--- config.mk ---
export PLATFORM = sky130hd
export DESIGN_NAME = mat3_stream_loader
export DESIGN_NICKNAME = d
export VERILOG_FILES = /design/src/rtl/mat3_pkg.sv /design/src/rtl/mat3_drain_ser.sv /design/src/rtl/mat3_stream_loader.sv
export SDC_FILE = /design/constraint.sdc
export NUM_CORES = 1
export LEC_CHECK = 0
export ABC_AREA = 1
export CORE_ASPECT_RATIO = 0.5
export CORE_MARGIN = 2
export CORE_UTILIZATION = 53
export DETAILED_ROUTE_END_ITERATION = 6
export PLACE_DENSITY = 0.86
export SKIP_LAST_GASP = 1
export SYNTH_ARGS = -nofsm -noshare
export SYNTH_HDL_FRONTEND = slang
export SYNTH_SLANG_ARGS = --single-unit
--- constraint.sdc ---
create_clock -name clk -period 42.2 [get_ports clk]
set_clock_uncertainty 0.15 [all_clocks]
set_input_delay 10.55 -clock clk [delete_from_list [all_inputs] [get_ports clk]]
set_output_delay 10.55 -clock clk [all_outputs]
set_load 0.03 [all_outputs]
--- src/rtl/mat3_pkg.sv ---
// Shared types and constants for the 3x3 Q4.12 matrix stream loader.
package mat3_pkg;

    localparam int DATA_W = 16;
    localparam int DIM    = 3;
    localparam int NE     = DIM * DIM;
    localparam int FRAC_W = 12;

    typedef logic signed [DATA_W-1:0] elem_t;

    typedef enum logic [1:0] {
        LOAD    = 2'd0,
        CAPTURE = 2'd1,
        DRAIN   = 2'd2
    } state_t;

endpackage

--- src/rtl/mat3_drain_ser.sv ---
// Holds the captured product matrix and serializes it one element per handshake.
// Optional synchronous clear input exists only when MAT3_STREAM_SOFT_CLR_EN is defined.
module mat3_drain_ser #(
    parameter int DATA_W = 16,
    parameter int NE     = 9
) (
    input  logic                 clk,
    input  logic                 rst,
`ifdef MAT3_STREAM_SOFT_CLR_EN
    input  logic                 clr,
`endif
    input  logic                 start,
    input  logic [DATA_W*NE-1:0] mul_c,
    input  logic                 out_ready,
    output logic                 out_valid,
    output logic [DATA_W-1:0]    out_data,
    output logic                 out_last,
    output logic                 done
);
    import mat3_pkg::*;

    localparam int IDX_W = $clog2(NE);

    logic [DATA_W*NE-1:0] c_buf_reg;
    logic [IDX_W-1:0]     idx_reg;
    logic                 valid_reg;
    logic                 handshake;

    assign handshake = valid_reg & out_ready;
    assign out_valid = valid_reg;
    assign out_last  = valid_reg && (idx_reg == IDX_W'(NE - 1));
    assign out_data  = c_buf_reg[int'(idx_reg) * DATA_W +: DATA_W];
    assign done      = handshake && (idx_reg == IDX_W'(NE - 1));

    // The buffer is only ever loaded by start; the clear leaves it intact.
    always_ff @(posedge clk or posedge rst) begin
        if (rst) begin
            c_buf_reg <= '0;
        end else if (start) begin
            c_buf_reg <= mul_c;
        end
    end

    always_ff @(posedge clk or posedge rst) begin
        if (rst) begin
            idx_reg   <= '0;
            valid_reg <= 1'b0;
        end
`ifdef MAT3_STREAM_SOFT_CLR_EN
        else if (clr) begin
            idx_reg   <= '0;
            valid_reg <= 1'b0;
        end
`endif
        else if (start) begin
            idx_reg   <= '0;
            valid_reg <= 1'b1;
        end else if (handshake) begin
            if (idx_reg == IDX_W'(NE - 1)) begin
                idx_reg   <= '0;
                valid_reg <= 1'b0;
            end else begin
                idx_reg <= idx_reg + IDX_W'(1);
            end
        end
    end

endmodule

--- src/rtl/mat3_stream_loader.sv ---
// Streams 18 elements (A then B, row-major) into the multiplier buses, captures C, drains it.
// Optional soft_clr port is enabled by defining MAT3_STREAM_SOFT_CLR_EN.
module mat3_stream_loader #(
    parameter int DATA_W = 16,
    parameter int DIM    = 3
) (
    input  logic                        clk,
    input  logic                        rst,
`ifdef MAT3_STREAM_SOFT_CLR_EN
    input  logic                        soft_clr,
`endif
    input  logic                        in_valid,
    output logic                        in_ready,
    input  logic [DATA_W-1:0]           in_data,
    output logic [DATA_W*DIM*DIM-1:0]   mat_a,
    output logic [DATA_W*DIM*DIM-1:0]   mat_b,
    input  logic [DATA_W*DIM*DIM-1:0]   mul_c,
    output logic                        out_valid,
    input  logic                        out_ready,
    output logic [DATA_W-1:0]           out_data,
    output logic                        out_last,
    output logic                        busy
);
    import mat3_pkg::*;

    localparam int NE    = DIM * DIM;
    localparam int CNT_W = $clog2(2 * NE);

    state_t           state_reg, state_next;
    logic [CNT_W-1:0] cnt_reg, cnt_next;
    logic             accept;
    logic             drain_start;
    logic             drain_done;

    always_ff @(posedge clk or posedge rst) begin
        if (rst) begin
            state_reg <= LOAD;
            cnt_reg   <= '0;
        end else begin
            state_reg <= state_next;
            cnt_reg   <= cnt_next;
        end
    end

    always_comb begin
        state_next  = state_reg;
        cnt_next    = cnt_reg;
        in_ready    = 1'b0;
        accept      = 1'b0;
        drain_start = 1'b0;
        case (state_reg)
            LOAD: begin
                // Held low during reset so nothing is offered before release.
                in_ready = ~rst;
                accept   = in_valid & ~rst;
                if (accept) begin
                    if (cnt_reg == CNT_W'(2 * NE - 1)) begin
                        cnt_next   = '0;
                        state_next = CAPTURE;
                    end else begin
                        cnt_next = cnt_reg + CNT_W'(1);
                    end
                end
            end
            CAPTURE: begin
                drain_start = 1'b1;
                state_next  = DRAIN;
            end
            DRAIN: begin
                if (drain_done) begin
                    state_next = LOAD;
                end
            end
            default: begin
                state_next = LOAD;
            end
        endcase
`ifdef MAT3_STREAM_SOFT_CLR_EN
        // The clear wins over any handshake in the same cycle; that element is dropped.
        if (soft_clr) begin
            state_next  = LOAD;
            cnt_next    = '0;
            accept      = 1'b0;
            drain_start = 1'b0;
        end
`endif
    end

    assign busy = (state_reg == CAPTURE) || (state_reg == DRAIN);

    // Each element owns its register; counter value selects which one loads.
    for (genvar gi = 0; gi < NE; gi++) begin : g_elem
        logic [DATA_W-1:0] a_reg;
        logic [DATA_W-1:0] b_reg;

        always_ff @(posedge clk or posedge rst) begin
            if (rst) begin
                a_reg <= '0;
                b_reg <= '0;
            end else if (accept) begin
                if (cnt_reg == CNT_W'(gi)) begin
                    a_reg <= in_data;
                end
                if (cnt_reg == CNT_W'(gi + NE)) begin
                    b_reg <= in_data;
                end
            end
        end

        assign mat_a[gi*DATA_W +: DATA_W] = a_reg;
        assign mat_b[gi*DATA_W +: DATA_W] = b_reg;
    end

    mat3_drain_ser #(
        .DATA_W (DATA_W),
        .NE     (NE)
    ) u_drain (
        .clk       (clk),
        .rst       (rst),
`ifdef MAT3_STREAM_SOFT_CLR_EN
        .clr       (soft_clr),
`endif
        .start     (drain_start),
        .mul_c     (mul_c),
        .out_ready (out_ready),
        .out_valid (out_valid),
        .out_data  (out_data),
        .out_last  (out_last),
        .done      (drain_done)
    );

endmodule
**Word level (Yosys, flattened, before mapping)**

Cells that the tools add are included.

- Word-level logic and storage cells: 94
- Output and inout port bits: 308
- Bits of input ports: 164
- Register bits: 444

- Shifts and indexed selects: 1
- Reductions and logical operators: 28
- Equality and inequality tests: 23
- $add $sub $neg: 2
- Bitwise logic cells: 3
- Muxes and demuxes: 14

Operators by type and width:

| cell | count |
|---|---|
| variable part select 144 x 9 -> 16 bit | 1 |
| equality test 5 x 4 -> 1 bit, second input constant | 8 |
| AND reduction 2 bit | 20 |
| equality test 5 x 3 -> 1 bit, second input constant | 4 |
| two-way mux 4 bit | 3 |
| equality test 5 x 2 -> 1 bit, second input constant | 2 |
| equality test 5 bit, second input constant | 2 |
| two-way mux 1 bit | 6 |
| two-way mux 2 bit | 3 |
| != test 2 bit, second input constant | 3 |
| case mux 2 bit (3 select lines) | 1 |
| adder 5 x 1 -> 5 bit, second input constant | 1 |
| equality test 5 x 1 -> 1 bit, second input constant | 1 |
| zero test 5 bit | 1 |
| two-way mux 5 bit | 1 |
| adder 4 x 1 -> 4 bit, second input constant | 1 |
| equality test 4 bit, second input constant | 1 |
| nonzero test 2 bit | 2 |
| AND reduction 3 bit | 1 |
| bitwise AND 1 bit | 2 |
| equality test 2 x 1 -> 1 bit, second input constant | 1 |
| equality test 2 bit, second input constant | 1 |
| logical AND 1 bit | 2 |
| zero test 2 bit | 1 |
| other kinds (2) | 2 |

**Longest topological paths before layout**

Gate-level depths: netlist of run 1.

- Depth after elaboration: 4
- Mapped depth: 9
- Depth with buffers taken out: 9

**By module**

From an unflattened synthesis of run 1, not the netlist that was laid out.

- Cell total of the unflattened synthesis: 2285
- Area, all modules: 19159.6 um2

Modules (own cells, without submodules):

| module | area an instance (um2) | cells each | seq. area each (um2) | times used |
|---|---|---|---|---|
| mat3_stream_loader | 11984.0 | 1344 | 7382.1 | 1 |
| mat3_drain_ser | 7175.6 | 941 | 3728.6 | 1 |

**Worst setup path before layout of run 1**

Ideal clock, no wire load.

- Path kind: input -> output
- Start: input port rst
- End: output port in_ready
- Path slack: 20.537 ns
- Required time: 31.500 ns
- Buffers on the path: 0
- Arrival: 10.963 ns
- Cell stages on the path: 1
- Cells stage by stage: nor2_1

- Longest elaborated chain between the ends: 2

RTL lines:

| what | RTL line | RTL |
|---|---|---|
| start, declared | mat3_stream_loader.sv:8 | `input logic rst,` |
| inverter 1 bit | mat3_stream_loader.sv:54 | `in_ready = ~rst;` |
| two-way mux 1 bit | mat3_stream_loader.sv:51 | `case (state_reg)` |
| end, declared | mat3_stream_loader.sv:13 | `output logic in_ready,` |

No other way between the ends.

**Worst setup path after layout of run 1**

Same ends and word-level chain as after synthesis.

==> results of run 1 <==
## power groups by stage
stage	Combinational (mW)	Clock, mW	Sequential [mW]
global route	0.947	0.381	0.679
CTS	0.881	0.362	0.661
finish	0.883	0.359	0.664
global placement	0.856	0	0.660
floorplan	0.347	0	0.830
detailed placement	0.875	0	0.667
## layout by cell type, fill, tap and decap left out, drive strengths merged
cell,n
o21ai,344
clkbuf,48
dfrtp,444
a21oi,48
and3,1
diode,2
inv,198
nor3,3
nor4,1
xor2,3
nand2,643
nand3,157
clkinvlp,3
o22ai,1
bufinv,2
ha,11
clkinv,15
clkdlybuf4s50,471
buf,15
nor2,65
## Yosys cell counts, drive strengths merged, types with 3 or more instances
master	count	area, um2
nor2	65	302
ha	11	138
nand2	643	2430
buf	78	390
nand3	157	786
dfrtp	444	11100
o21ai	344	1720
inv	197	739
xor2	3	26.3
nor3	3	42.5
a21oi	48	240
clkbuf	55	206
## kinds of logic (layout without fill, tap and decap cells)
group	after synthesis	in the layout
XOR/XNOR	3	3
other	0	2
AO/OA/AOI/OAI	393	393
AND/OR/NAND/NOR	870	870
buffers and inverters	331	752
adder cells (fa/ha/maj)	11	11
flip-flops	444	444
## worst max-delay path, stage by stage
cell and delay (ns):
clkdlybuf4s50_1 0.54, nor2_1 0.16, clkdlybuf4s50_1 0.68
## final timing paths
check | start | to | slack (ns) | cells after the start
hold reg to reg | g_elem[7].a_reg[9]$_DFFE_PP0P_ | g_elem[7].a_reg[9]$_DFFE_PP0P_ | 0.32 | 2
min in group asynchronous | rst | g_elem[4].a_reg[12]$_DFFE_PP0P_ | 10.48 | 2
setup / recovery | rst | in_ready | 19.58 | 3
max in group asynchronous | rst | u_drain.c_buf_reg[79]$_DFFE_PP0P_ | 29.17 | 4
hold / removal | g_elem[7].a_reg[9]$_DFFE_PP0P_ | g_elem[7].a_reg[9]$_DFFE_PP0P_ | 0.32 | 2
setup reg to reg | state_reg[1]$_DFFE_PP0P_ | u_drain.c_buf_reg[116]$_DFFE_PP0P_ | 38.78 | 5
## final cells by class
cell class,count,area (um2)
Sequential cell,444,11100
Fill cell,2395,9170
Multi-Input combinational cell,1277,5730
Timing Repair Buffer,486,4830
Clock buffer,48,1060
Inverter,198,751
Tap cell,441,552
Clock inverter,20,198
Antenna cell,2,5.00
## metrics by stage
step | power [mW] | cells | area (um2) | util [%]
after floorplan | 1.18 | 2052 | 18200 | -
after global placement | 1.52 | 2846 | 23000 | 68.8
after detailed placement | 1.54 | 2846 | 23000 | 68.8
after CTS | 1.90 | 2914 | 24200 | 72.5
after global routing | 2.01 | 2916 | 24200 | 72.6
final | 1.91 | 2916 | 24200 | 72.6
## routing by layer
metal  vias to the layer above  part of all wire (%)
li1                       7274                     -
met5                         -                     0
met1                      7625                    39
met4                         0                   5.1
met3                       174                   6.6
met2                       641                    50
==> out/qor_table.md, run 1 <==
| Parameter | Reported | Unit |
| --- | --- | --- |
| Number of flops mapped to enable cells by yosys | 0 | - |
| Largest net degree at the start of global routing | 117 | - |
| Main combinational cell family by area after synthesis | simple AND/OR/NAND/NOR gates | - |
| Worst slack on hold paths | 0.322 | ns |
| Insertion delay to the later sink of the worst-skew pair | 0.56 | ns |
| Wire length per cell after detailed routing | 19.8 | um |
| Busiest grt layer | met2 | - |
| Share of flip-flops with an asynchronous set or reset | 100 | % |
| Wire length of the first global-routing pass | 88100 | um |
| Proportion of layout cells with a drive suffix above 1 | 4.33 | % |
| Number of hold violations in the final report | 0 | - |
| Most used DFF post-synth | dfrtp_1 | - |
| CTS clk-pin slew, worst paths | 0.06 | ns |
| Post-CTS repair timing setup buffer count | 0 | - |
| DRT Pass-1 Iters | 5 | - |
| Post-synthesis compound-gate area fraction | 10.8 | % |
| Count of different cell masters after synthesis | 24 | - |
| Period utilisation layout | 53.6 | % |
| Critical Path AT | 11.92 | ns |
| Setup slack after placement | 19.57 | ns |
| Highest fanout seen on the critical path | 3 | - |
| Synthesized instance count | 2052 | - |
| Area growth, synth to finish | 33.4 | % |
| Measured slew at the worst slew-check pin | 1.16 | ns |
| Endpoints failing setup | 0 | - |
| Worst setup SP type | primary input | - |
| Mapped Avg Cell Area | 8.86 | um2 |
| Accumulated negative setup slack | 0 | ns |
| Adder-Cell Fraction of Synth Area | 0.757 | % |
| Sequential cell fraction of total power | 34.8 | % |
| Number of buffer cells added on primary ports | 471 | - |
| Routing usage on met2 | 53.6 | % |
| Worst Path Required | 31.50 | ns |
| Result of the run | finished clean | - |
| Combinational power share | 46.3 | % |
| Remaining max-slew budget at the tightest pin | 22.8 | % |
| Antenna-violating nets left | 0 | - |
| Vias per cell | 5.39 | - |
| Worst Hold Class | reg2reg | - |
| Via count | 15700 | - |
| Final critical delay including setup and external delays | 22.62 | ns |
| Initial core utilization | 54.4 | % |
| TritonCTS clock tree | yes | - |
| Hold-fix buffers, CTS | 0 | - |
| Leakage Power | 11.4 | nW |
| Proportion of synthesized area in mux cells | 0 | % |
| Simple-gate portion of the synthesized area | 19.7 | % |
| Standard-cell row count | 47 | - |
| Power Density | 78.6 | mW/mm2 |
| Xor and xnor fraction of the mapped netlist area | 0.145 | % |
| Mapped Area | 0.0182 | mm2 |
| Sw power | 0.816 | mW |
| DPL Wire Length | 39600 | um |
| Final global-route overflow total | 0 | - |
| Final max-slew violation count | 0 | - |
| Die outline area | 0.0359 | mm2 |
| Library cell used as clock root buffer | clkbuf_16 | - |
| Core area | 0.0334 | mm2 |
| Switch share | 42.8 | % |
| Met3 capacity usage during global routing | 5.94 | % |
| Yosys reg bits | 444 | - |
| Number of antenna violations at the first check in global routing | 2 | - |
| Worst vdd rail ir drop | 60.3 | uV |
| Drc violations | 0 | - |
| Synthesis Warnings | 0 | - |
| P_int | 1.09 | mW |
| Post-CTS sizing | 0 | - |
| Share of the yosys chip area belonging to registers | 61.1 | % |
| Max_cap viols | 0 | - |
| Floorplan die width | 266 | um |
| Clock sink count | 444 | - |
| Via count of the first global-routing pass | 15400 | - |
| TritonCTS buffer count | 39 | - |
| Global Route Usage Sum | 32.1 | % |
| Synthesized net count | 2227 | - |
| H-Tree Level Count | 2 | - |
| Setup crit end kind | output pin | - |
| Final wirelength | 57800 | um |
| Vertical die dimension | 135 | um |
| Fin worst setup slack | 19.58 | ns |
| Setup repair after global routing missed its margin | no | - |
| Category of the most critical setup path | in2out | - |
| Total I/O pin count | 472 | - |
| Clock power share | 18.9 | % |
| Grt met1 use | 41.0 | % |
| Max Clock Freq | 0.0442 | GHz |
| Placer's final routability congestion estimate | 0.903 | - |
| Number of buffers on the longest clock path | 3 | - |
| Iter 0 DRT Violations | 1863 | - |
| Number of nets in the finished design | 2621 | - |
Note: power is estimated with default switching activity, not from simulation.
==> inputs of run 2 (changes only) <==
--- a/config.mk
+++ b/config.mk
@@ -8,9 +8,9 @@
 export ABC_AREA = 1
 export CORE_ASPECT_RATIO = 0.5
 export CORE_MARGIN = 2
-export CORE_UTILIZATION = 53
+export CORE_UTILIZATION = 49
 export DETAILED_ROUTE_END_ITERATION = 6
-export PLACE_DENSITY = 0.86
+export PLACE_DENSITY = 0.8
 export SKIP_LAST_GASP = 1
 export SYNTH_ARGS = -nofsm -noshare
 export SYNTH_HDL_FRONTEND = slang
==> constraint.sdc (replaced) <==
create_clock -name clk -period 21.1 [get_ports clk]
set_clock_uncertainty 0.15 [all_clocks]
set_input_delay 5.275 -clock clk [delete_from_list [all_inputs] [get_ports clk]]
set_output_delay 5.275 -clock clk [all_outputs]
set_load 0.03 [all_outputs]
==> run 2 against run 1 <==
  * Critical path depth unchanged
  * Clock-buffer cell count increased by 6
  * Hold slack lost 0.0014 ns
  * Global-route usage down 3.6 points
  * First-iteration DRC count is 25% lower
  * Clock power is 120% higher
  * Core utilization shrank 5.1 points
  * Critical path type unchanged
  * Sequential share of layout area shrank 0.36 points
==> out/qor_table.md, run 2 (same netlist as run 1, synthesis figures left out) <==
| Parameter | Reported | Unit |
| --- | --- | --- |
| Register-to-register setup slack | 18.17 | ns |
| Vertical die dimension | 140 | um |
| Proportion of layout cells with a drive suffix above 1 | 4.37 | % |
| Wire length of the first global-routing pass | 85400 | um |
| Largest net degree at the start of global routing | 188 | - |
| Number of buffer cells added on primary ports | 471 | - |
| Setup repair after global routing missed its margin | no | - |
| Drc violations | 0 | - |
| Placer's final routability congestion estimate | 0.891 | - |
| Post-CTS repair timing setup buffer count | 0 | - |
| P_int | 2.25 | mW |
| Max_cap viols | 0 | - |
| Max Clock Freq | 0.0829 | GHz |
| DRT Pass-1 Iters | 7 | - |
| CTS clk-pin slew, worst paths | 0.06 | ns |
| Sw power | 1.60 | mW |
| TritonCTS clock tree | yes | - |
| Final wirelength | 56000 | um |
| Antenna-violating nets left | 0 | - |
| Critical Path AT | 6.64 | ns |
| Clock sink count | 444 | - |
| H-Tree Level Count | 2 | - |
| TritonCTS buffer count | 40 | - |
| Worst Hold Class | reg2reg | - |
| Switch share | 41.6 | % |
| Number of nets in the finished design | 2616 | - |
| Sequential cell fraction of total power | 34.5 | % |
| Endpoints failing setup | 0 | - |
| Worst Path Required | 15.68 | ns |
| Remaining max-slew budget at the tightest pin | 16.2 | % |
| Worst Hold Depth | 2 | - |
| Number of buffers on the longest clock path | 3 | - |
| Number of cell instances on the worst register-to-register path | 5 | - |
| Post-CTS sizing | 0 | - |
| Category of the most critical setup path | in2out | - |
| Min-delay src | g_elem[2].b_reg[3]$_DFFE_PP0P_ | - |
| Insertion delay to the later sink of the worst-skew pair | 0.54 | ns |
| Number of antenna violations at the first check in global routing | 0 | - |
| Core area | 0.0362 | mm2 |
| Combinational power share | 45.1 | % |
| Hold-fix buffers, CTS | 0 | - |
| Final critical delay including setup and external delays | 12.07 | ns |
| Commonest cells after routing, fill and taps aside | 636 x nand2_1, 471 x clkdlybuf4s50_1, 443 x dfrtp_1, 223 x o21ai_0, 191 x inv_1 | - |
| Highest fanout seen on the critical path | 3 | - |
| Via count of the first global-routing pass | 14900 | - |
| Die outline area | 0.0387 | mm2 |
| Result of the run | finished clean | - |
| Via count | 15400 | - |
| Commonest non-fill, non-tap cell in the layout | nand2_1 | - |
| Number of hold violations in the final report | 0 | - |
| Library cell used as clock root buffer | clkbuf_16 | - |
| Worst slack on hold paths | 0.320 | ns |
| Power Density | 158 | mW/mm2 |
| Core utilization of the finished layout | 67.4 | % |
| Leakage Power | 11.5 | nW |
| Final max-slew violation count | 0 | - |
| Placement-stage cell area | 0.0230 | mm2 |
| Total I/O pin count | 472 | - |
| Wire length per cell after detailed routing | 19.0 | um |
| Setup crit end kind | output pin | - |
| Critical R2R Launch | cnt_reg[2]$_DFFE_PP0P_ | - |
| Antenna diode count | 0 | - |
| Worst vdd rail ir drop | 89.3 | uV |
| Worst min-delay path endpoint | g_elem[2].b_reg[3]$_DFFE_PP0P_ | - |
| Area growth, synth to finish | 34.4 | % |
| Filler Cell Count | 2867 | - |
| Final standard cell area without fillers | 0.0244 | mm2 |
| Clock power share | 20.4 | % |
| Vias per cell | 5.21 | - |
| R2r endpoint | g_elem[4].a_reg[10]$_DFFE_PP0P_ | - |
| Measured slew at the worst slew-check pin | 1.25 | ns |
| Worst setup SP type | primary input | - |
| DPL Wire Length | 38200 | um |
| Final global-route overflow total | 0 | - |
| Standard-cell row count | 49 | - |
| Initial core utilization | 50.2 | % |
| Iter 0 DRT Violations | 1394 | - |
| Accumulated negative setup slack | 0 | ns |
| Post-layout power | 3.85 | mW |
| Floorplan die width | 276 | um |
| Period utilisation layout | 57.2 | % |
| Global Route Usage Sum | 28.5 | % |
==> run 2: cell types whose count changed in the layout (fill, tap and decap cells not counted), moves of 3 or more <==
cell	delta
bufinv_16	+3
clkinvlp_4	-3
clkbuf_16	+3
clkbuf_8	+4
buf_4	-7
==> run 2: per-stage QoR <==
stage	setup slack (ns)	std cells
6_report	9.03	2955
5_1_grt	8.98	2955
4_1_cts	9.03	2955
3_5_place_dp	9.03	2883
3_3_place_gp	9.03	2883
2_1_floorplan	3.28	2052
==> run 2: metal layers <==
layer  track usage [%]  part of all wire, %
met3              5.70                  6.1
met5                 0                    0
met2              48.3                   49
met4              12.3                  4.6
met1              35.9                   40
==> run 2: worst max-delay path by stage <==
stage | startpoint | end | slack [ns] | cells after the start
global placement | rst | in_ready | 9.03 | 3
finish | rst | in_ready | 9.03 | 3
CTS | rst | in_ready | 9.03 | 3
global route | rst | in_ready | 8.98 | 3
floorplan | rst | cnt_reg[0]$_DFFE_PP0P_ | 3.28 | 1
detailed placement | rst | in_ready | 9.03 | 3
==> run 2: worst max-delay path: stages <==
cell and delay [ns]:
clkdlybuf4s50_1 0.54, nor2_1 0.15, clkdlybuf4s50_1 0.68
==> run 2: final cells by class <==
class                      count  area (um2)  area share (%)
timing repair buffer         480        4790            19.6
clock inverter                18         234           0.958
multi-input combinational   1277        5740            23.5
clock buffer                  54        1190            4.86
inverter                     198         751            3.07
sequential                   444       11100            45.5
tap                          484         606            2.48
==> run 2: power groups by stage <==
stage,clock (mW),sequential (mW),combinational (mW)
detailed placement,0,1.33,1.73
global route,0.837,1.36,1.87
floorplan,0,1.66,0.695
CTS,0.800,1.32,1.74
global placement,0,1.32,1.70
finish,0.787,1.33,1.74
